## src/rtl/cache_types_pkg.sv

```systemverilog
// cache_types_pkg -- shared types and constants for the cache controller.
//   cache_state_t : controller FSM states
//   SEL_*         : datapath mux-select encodings
//   way_mask()    : maps a way number onto the {array1, array2} strobe pair
package cache_types_pkg;

  typedef enum logic [2:0] {
    IDLE,
    COMPARE,
    WRITEBACK,
    FILL,
    INSTALL
  } cache_state_t;

  // datareadmux_sel: 0 selects array1
  localparam logic SEL_ARRAY1      = 1'b0;
  // datawritemux_sel: 0 = line from memory, 1 = CPU write data
  localparam logic SEL_FILL        = 1'b0;
  localparam logic SEL_CPU_DATA    = 1'b1;
  // adaptermux_sel: 0 = array data
  localparam logic SEL_ADAPT_ARRAY = 1'b0;
  // pmemaddrmux_sel: 0 = CPU address, 1 = victim address
  localparam logic SEL_CPU_ADDR    = 1'b0;
  localparam logic SEL_VICTIM_ADDR = 1'b1;

  // Strobe pair ordered [1]=array1, [0]=array2, matching dirty_out/dirty_load.
  function automatic logic [1:0] way_mask(input logic w);
    return (w == SEL_ARRAY1) ? 2'b10 : 2'b01;
  endfunction

endpackage

```

## src/rtl/cache_perf_counter.sv

```systemverilog
// cache_perf_counter -- saturating event counter.
//   clk, rst_n : clock, asynchronous active-low reset (clears count)
//   inc        : count one event this cycle
//   count      : current value, sticks at all ones
module cache_perf_counter #(
  parameter int unsigned CNT_WIDTH = 32
) (
  input  logic                 clk,
  input  logic                 rst_n,
  input  logic                 inc,
  output logic [CNT_WIDTH-1:0] count
);

  always_ff @(posedge clk or negedge rst_n) begin
    if (!rst_n) begin
      count <= '0;
    end else if (inc && (count != '1)) begin
      count <= count + 1'b1;
    end
  end

endmodule

```

## src/rtl/cache_control.sv

```systemverilog
// cache_control -- two-way cache controller FSM (IDLE/COMPARE/WRITEBACK/FILL/INSTALL).
//   clk, rst_n            : clock, asynchronous active-low reset
//   mem_read/mem_write    : CPU request, held until mem_resp (both high = write)
//   mem_resp              : one-cycle completion pulse
//   hit, way, lru_out     : lookup result, hitting way, victim way (0 = array1)
//   dirty_out[1:0]        : dirty bits, [1]=array1, [0]=array2
//   array_read, array1_load, array2_load, lru_load, pmdr_load, dirty_load[1:0],
//   *mux_sel, line_fill   : datapath controls
//   pmem_read/pmem_write/pmem_resp : main-memory handshake
//   hit_count/miss_count  : performance counters, only with CACHE_PERF_CNT_EN
// Optional feature macro: CACHE_PERF_CNT_EN
module cache_control
  import cache_types_pkg::*;
#(
  parameter int unsigned CNT_WIDTH = 32
) (
  input  logic       clk,
  input  logic       rst_n,
  input  logic       mem_read,
  input  logic       mem_write,
  output logic       mem_resp,
  input  logic       hit,
  input  logic       way,
  input  logic       lru_out,
  input  logic [1:0] dirty_out,
  output logic       array_read,
  output logic       array1_load,
  output logic       array2_load,
  output logic       lru_load,
  output logic       pmdr_load,
  output logic [1:0] dirty_load,
  output logic       datareadmux_sel,
  output logic       datawritemux_sel,
  output logic       adaptermux_sel,
  output logic       pmemaddrmux_sel,
  output logic       line_fill,
  output logic       pmem_read,
  output logic       pmem_write,
  input  logic       pmem_resp
`ifdef CACHE_PERF_CNT_EN
  ,
  output logic [CNT_WIDTH-1:0] hit_count,
  output logic [CNT_WIDTH-1:0] miss_count
`endif
);

  if (CNT_WIDTH == 0) begin : g_cnt_width_check
    $error("cache_control: CNT_WIDTH must be nonzero");
  end

  cache_state_t state, next_state;
  logic         req;
  logic         victim_dirty;

  assign req          = mem_read | mem_write;
  assign victim_dirty = |(dirty_out & way_mask(lru_out));

  always_ff @(posedge clk or negedge rst_n) begin
    if (!rst_n) begin
      state <= IDLE;
    end else begin
      state <= next_state;
    end
  end

  always_comb begin
    next_state       = state;
    mem_resp         = 1'b0;
    array_read       = 1'b0;
    array1_load      = 1'b0;
    array2_load      = 1'b0;
    lru_load         = 1'b0;
    pmdr_load        = 1'b0;
    dirty_load       = 2'b00;
    datareadmux_sel  = 1'b0;
    datawritemux_sel = 1'b0;
    adaptermux_sel   = 1'b0;
    pmemaddrmux_sel  = 1'b0;
    line_fill        = 1'b0;
    pmem_read        = 1'b0;
    pmem_write       = 1'b0;

    unique case (state)
      IDLE: begin
        array_read = 1'b1;
        if (req) next_state = COMPARE;
      end

      COMPARE: begin
        // A request abandoned during a miss reaches here with nothing to
        // answer; return quietly rather than start another miss.
        if (!req) begin
          next_state = IDLE;
        end else if (hit) begin
          mem_resp        = 1'b1;
          lru_load        = 1'b1;
          datareadmux_sel = way;
          adaptermux_sel  = SEL_ADAPT_ARRAY;
          if (mem_write) begin
            datawritemux_sel           = SEL_CPU_DATA;
            {array1_load, array2_load} = way_mask(way);
            dirty_load                 = way_mask(way);
          end
          next_state = IDLE;
        end else begin
          next_state = victim_dirty ? WRITEBACK : FILL;
        end
      end

      WRITEBACK: begin
        pmem_write      = 1'b1;
        pmemaddrmux_sel = SEL_VICTIM_ADDR;
        datareadmux_sel = lru_out;
        if (pmem_resp) next_state = FILL;
      end

      FILL: begin
        pmem_read       = 1'b1;
        pmemaddrmux_sel = SEL_CPU_ADDR;
        pmdr_load       = 1'b1;
        if (pmem_resp) next_state = INSTALL;
      end

      INSTALL: begin
        line_fill                  = 1'b1;
        datawritemux_sel           = SEL_FILL;
        {array1_load, array2_load} = way_mask(lru_out);
        dirty_load                 = way_mask(lru_out);
        next_state                 = COMPARE;
      end

      default: next_state = IDLE;
    endcase
  end

`ifdef CACHE_PERF_CNT_EN
  // Marks the COMPARE right after INSTALL so the re-lookup hit of a miss
  // is not counted as a hit.
  logic refill;
  logic hit_evt, miss_evt;

  always_ff @(posedge clk or negedge rst_n) begin
    if (!rst_n) begin
      refill <= 1'b0;
    end else begin
      refill <= (state == INSTALL);
    end
  end

  assign hit_evt  = (state == COMPARE) && req && hit && !refill;
  assign miss_evt = (state == COMPARE) && req && !hit;

  cache_perf_counter #(.CNT_WIDTH(CNT_WIDTH)) u_hit_cnt (
    .clk   (clk),
    .rst_n (rst_n),
    .inc   (hit_evt),
    .count (hit_count)
  );

  cache_perf_counter #(.CNT_WIDTH(CNT_WIDTH)) u_miss_cnt (
    .clk   (clk),
    .rst_n (rst_n),
    .inc   (miss_evt),
    .count (miss_count)
  );
`endif

endmodule

```

## config.mk

```make
export PLATFORM = sky130hd
export DESIGN_NAME = cache_control
export DESIGN_NICKNAME = d
export VERILOG_FILES = /design/src/rtl/cache_types_pkg.sv /design/src/rtl/cache_perf_counter.sv /design/src/rtl/cache_control.sv
export SDC_FILE = /design/constraint.sdc
export NUM_CORES = 1
export LEC_CHECK = 0
export CORE_AREA = 2 2 39 41
export DETAILED_ROUTE_END_ITERATION = 16
export DIE_AREA = 0 0 41 43
export GPL_TIMING_DRIVEN = 0
export SETUP_SLACK_MARGIN = 0.3
export SYNTH_ARGS = -nofsm -noshare
export SYNTH_HDL_FRONTEND = slang
export SYNTH_HIERARCHICAL = 1
export SYNTH_SLANG_ARGS = --single-unit
```

## constraint.sdc

```tcl
create_clock -name clk -period 1.8 [get_ports clk]
set_clock_uncertainty 0.15 [all_clocks]
set_input_delay 0.54 -clock clk [delete_from_list [all_inputs] [get_ports clk]]
set_output_delay 0.54 -clock clk [all_outputs]
set_load 0.05 [all_outputs]
```

# Yosys cells after proc, flatten, opt, wreduce, memory -nomap -nowiden
# Cells that the tools add are included.
[classes]
eq_ne = 7
muxes = 35
reduce_logical = 3
bitwise = 2
[ops]
columns = ["operator", "n"]
rows = [
  ["1-bit 2-to-1 mux", 20],
  ["3-bit one-hot mux with 5 select lines", 1],
  ["2-bit 2-to-1 mux", 7],
  ["3-bit 2-to-1 mux", 3],
  ["3-bit by 2-bit == test with 1-bit output, second input constant", 2],
  ["2-bit != test, second input constant", 3],
  ["1-bit one-hot mux with 2 select lines", 3],
  ["2-bit one-hot mux with 2 select lines", 1],
  ["3-bit by 1-bit == test with 1-bit output, second input constant", 1],
  ["3-bit == test, second input constant", 1],
  ["3-bit zero test", 1],
  ["3-bit AND reduction", 1],
  ["2-bit bitwise AND", 1],
  ["2-bit OR reduction", 1],
  ["1-bit bitwise OR", 1],
]
[totals]
regBits = 3
wordCells = 48

# Logic depth before layout (Yosys ltp)
[depth]
depth_word = 7
depth_mapped = 5

# Least setup slack after synthesis
# Ideal clock, no wire load.
[synth_path]
kind = "register -> output"
from = "reg state[2]"
to = "out datareadmux_sel"
arrival_ps = 1885
stages_incl_launch_ff = 4
path_buffers = 0
slack_ps = -775
cell_sequence = "dfrtp_1 > nand2b_1 > nor2_1 > a22o_1"
[synth_between]
elab_chain_len = 2
[synth_rtl]
columns = ["element", "line_no", "rtl"]
rows = [
  ["start, declared", "cache_control.sv:51", "cache_state_t state, next_state;"],
  ["start signal, assigned", "cache_control.sv:62", "state <= next_state;"],
  ["3-bit by 2-bit == test with 1-bit output / 3-bit by 1-bit == test with 1-bit output (equally long branches)", "cache_control.sv:83", "unique case (state)"],
  ["1-bit one-hot mux with 2 select lines (*)", "cache_control.sv:83", ""],
  ["end, declared", "cache_control.sv:32", "output logic datareadmux_sel,"],
]
# Mark *: on every way between the ends. The rest lies on a longest branch, timed or not.

# Worst setup path after layout
[layout_path]
from = "in mem_write"
to = "out datareadmux_sel"
[layout_between]
elab_chain_len = 3
[layout_rtl]
columns = ["element", "line_no", "rtl"]
rows = [
  ["start, declared", "cache_control.sv:20", "input logic mem_write,"],
  ["1-bit bitwise OR", "cache_control.sv:55", "assign req = mem_read | mem_write;"],
  ["1-bit 2-to-1 mux", "cache_control.sv:92", "if (!req) begin"],
  ["1-bit one-hot mux with 2 select lines", "cache_control.sv:83", ""],
]
# Every way passes these cells.

==> reports/results.txt <==
Status - finished with violations
Failing checks - setup timing
Max FFs per register - 3
R2r startpoint - state[1]
Lkg Pwr - 0.385 nW
Final Max Slew Viols - 0
Detail Placement HPWL - 658 µm
Mapped cell area - 312 µm²
YS warnings - 6
Clock latency at the later pin of the worst-skew pair - 0.23 ns
# IOs - 25
Hold Vio Cnt, Final - 0
First-pass GRT wire length - 1440 µm
Remaining DRCs - 0
Final Critical Period - 2.13 ns
CTS tree - done
Final setup margin - -0.330 ns
Hold WS - 0.342 ns
Period utilization - 118%
Final antenna-violating net count - 0
Total wire length - 927 µm
R2r setup slk - 0.53 ns
Layout Area Growth over Synthesis - 150%
Clk pin slew, worst setup/hold paths - 0.04 ns
Starting DRT DRC Count - 2
CP startpoint kind - primary input
Setup violations, final - 14
Total design power - 1.27 mW
Multi-input logic area - 236 µm²
Post-synthesis area per instance - 7.99 µm²
Largest Register - state
Dominant cell type by area after synthesis - dfrtp_1
Antenna violations before repair - 0
GRT Overall Usage - 12.2%
Sink Count - 3
Synth cell types - 22
Sequential cell area - 77.6 µm²
Synth area leaders - dfrtp_1 24%, buf_4 14%, a22o_1 8.4%
Fin nets - 86
Worst Path Max Fanout - 3
PwrDens - 1630 nW/µm²
Post-synthesis sequential area ratio - 24.1%
Met1 Routed Length - 348 µm
Worst hold path class - primary input to async pin
Grt total ovfl - 0
Syn_nets - 49
Worst path required time - 1.11 ns
#FFs+latches synth - 3
I/O Buffers - 23
Ratio of cells with drive above 1 in the final layout - 69.3%
Filler cells - 121
Peak Freq - 0.470 GHz
Die Ht - 43 µm
Via count - 387
Met2 wire length - 543 µm
Yosys top cell area share - 24.1%
N_diodes - 0
Largest net degree at the start of global routing - 7
DR pass1 iterations - 4
RSZ-0062 raised after global routing - yes
Crit path kind - primary input to output pin
GP Congestion - 0.734
# H-tree levels - 1
Highest Signal Layer - met3
Via density per instance - 4.25
Post-Syn Instances - 39
Worst Reg-to-Reg Cells - 4
Top flop regs - state x3
CORE AREA - 1380 µm²
Maximum vdd drop - 0.000878 V
Vias in the first global route - 340
R2r endpoint - state[0]
Drt wl/cell - 10.2 µm
Die X - 41 µm
Met3 routed WL - 34 µm
Clock Tree Buf Depth - 2
CTS Buf Count - 3
Worst setup EP type - output pin
Arrival time at the worst endpoint - 1.44 ns
Initial Util - 22.5%
Clock root buffer - clkbuf_4
Row count - 14
Die Area - 1760 µm²
Max_cap viols - 0
[power breakdown]
| part | total, mW | internal, mW | switching, mW |
|---|---|---|---|
| clock | 0.115 | 0.0829 | 0.0318 |
| combinational | 1.02 | 0.469 | 0.546 |
| sequential | 0.139 | 0.0969 | 0.0421 |
[cells in the mapped netlist (all sizes together)]
cell and instances:
o22a 1, conb 1, and4 2, a22o 3, nand2b 1, and4b 1
a21oi 1, mux2i 1, nand2 1, or2 1, o21a 1, buf 7
and2 2, inv 3, nor3 1, dfrtp 3, nor2 7, o21ai 1
a32oi 1
[per-layer routing]
| layer | global-route usage (%) | vias to the layer above |
|---|---|---|
| li1 | - | 201 |
| met1 | 14.2 | 174 |
| met2 | 20.3 | 12 |
| met3 | 1.57 | 0 |
| met4 | 6.00 | 0 |
| met5 | 0 | - |
[critical path: stages]
cell,delay (ns)
buf_6,0.09
or2_4,0.24
and4_4,0.20
a22o_4,0.22
buf_8,0.14
[cells in the final DEF (no fill, tap or decap)]
cell and instances:
clkbuf_1 1, or2_4 1, dfrtp_1 1, nand2_1 1, o21a_1 1, clkdlybuf4s15_2 1, o22a_1 1, clkdlybuf4s50_1 4
a32oi_1 1, nor3_2 1, a22o_4 3, inv_1 3, buf_8 10, a21oi_1 1, nor2_1 3, nand2b_2 1
conb_1 1, and4_4 2, and2_4 1, clkbuf_4 3, buf_2 2, mux2i_1 1, and4b_1 1, dlygate4sd2_1 1
dfrtp_2 2, o21ai_0 1, buf_4 13, and2_1 1, nor2_4 4, buf_6 8
[layout make-up]
class	count	share of cell area (%)
plain buffers	7	11.1
clock buffers	4	3.37
multi-input cells	26	30.3
repair buffers	32	41.3
well taps	16	2.57
inverters	3	1.44
flip-flops and latches	3	9.95
[metrics by stage]
step	area (µm²)	instances	util, %	setup TNS [ns]	setup slack (ns)
after floorplan	400	39	-	-1.04	-0.217
after global placement	651	78	47.0	-12.56	-1.19
after detailed placement	651	78	47.0	-12.53	-1.19
after CTS	731	88	52.8	-2.88	-0.287
after global routing	779	91	56.3	-3.54	-0.350
final	779	91	56.3	-2.89	-0.330
[how the worst max path moves through the flow]
stage / cells after the start / slack (ns) / startpoint / to
after floorplan: 4 / -0.22 / state[2] / dirty_load[1]
after global placement: 5 / -1.19 / hit / dirty_load[1]
after detailed placement: 5 / -1.19 / hit / dirty_load[0]
after CTS: 5 / -0.29 / mem_write / datareadmux_sel
after global routing: 5 / -0.35 / mem_write / datareadmux_sel
final: 5 / -0.33 / mem_write / datareadmux_sel
[what timing repair did]
| item | 4_1_cts | 5_1_grt |
|---|---|---|
| pin swaps | 5 | 2 |
| gates resized for setup | 115 | 8 |
| setup endpoints to repair | 16 | 14 |
| hold buffers | 0 | 0 |
| hold endpoints to repair | 0 | 0 |
| buffers inserted | 6 | 3 |
[cell families after synthesis]
kind of cell    after synthesis  synth area share, %
compound gates                8                 19.7
buf+inv                      10                 19.7
flops                         3                 24.1
mux                           1                 3.21
other cells                   1                 1.20
simple gates                 16                 32.1
Power figures use the tool's default switching activity.
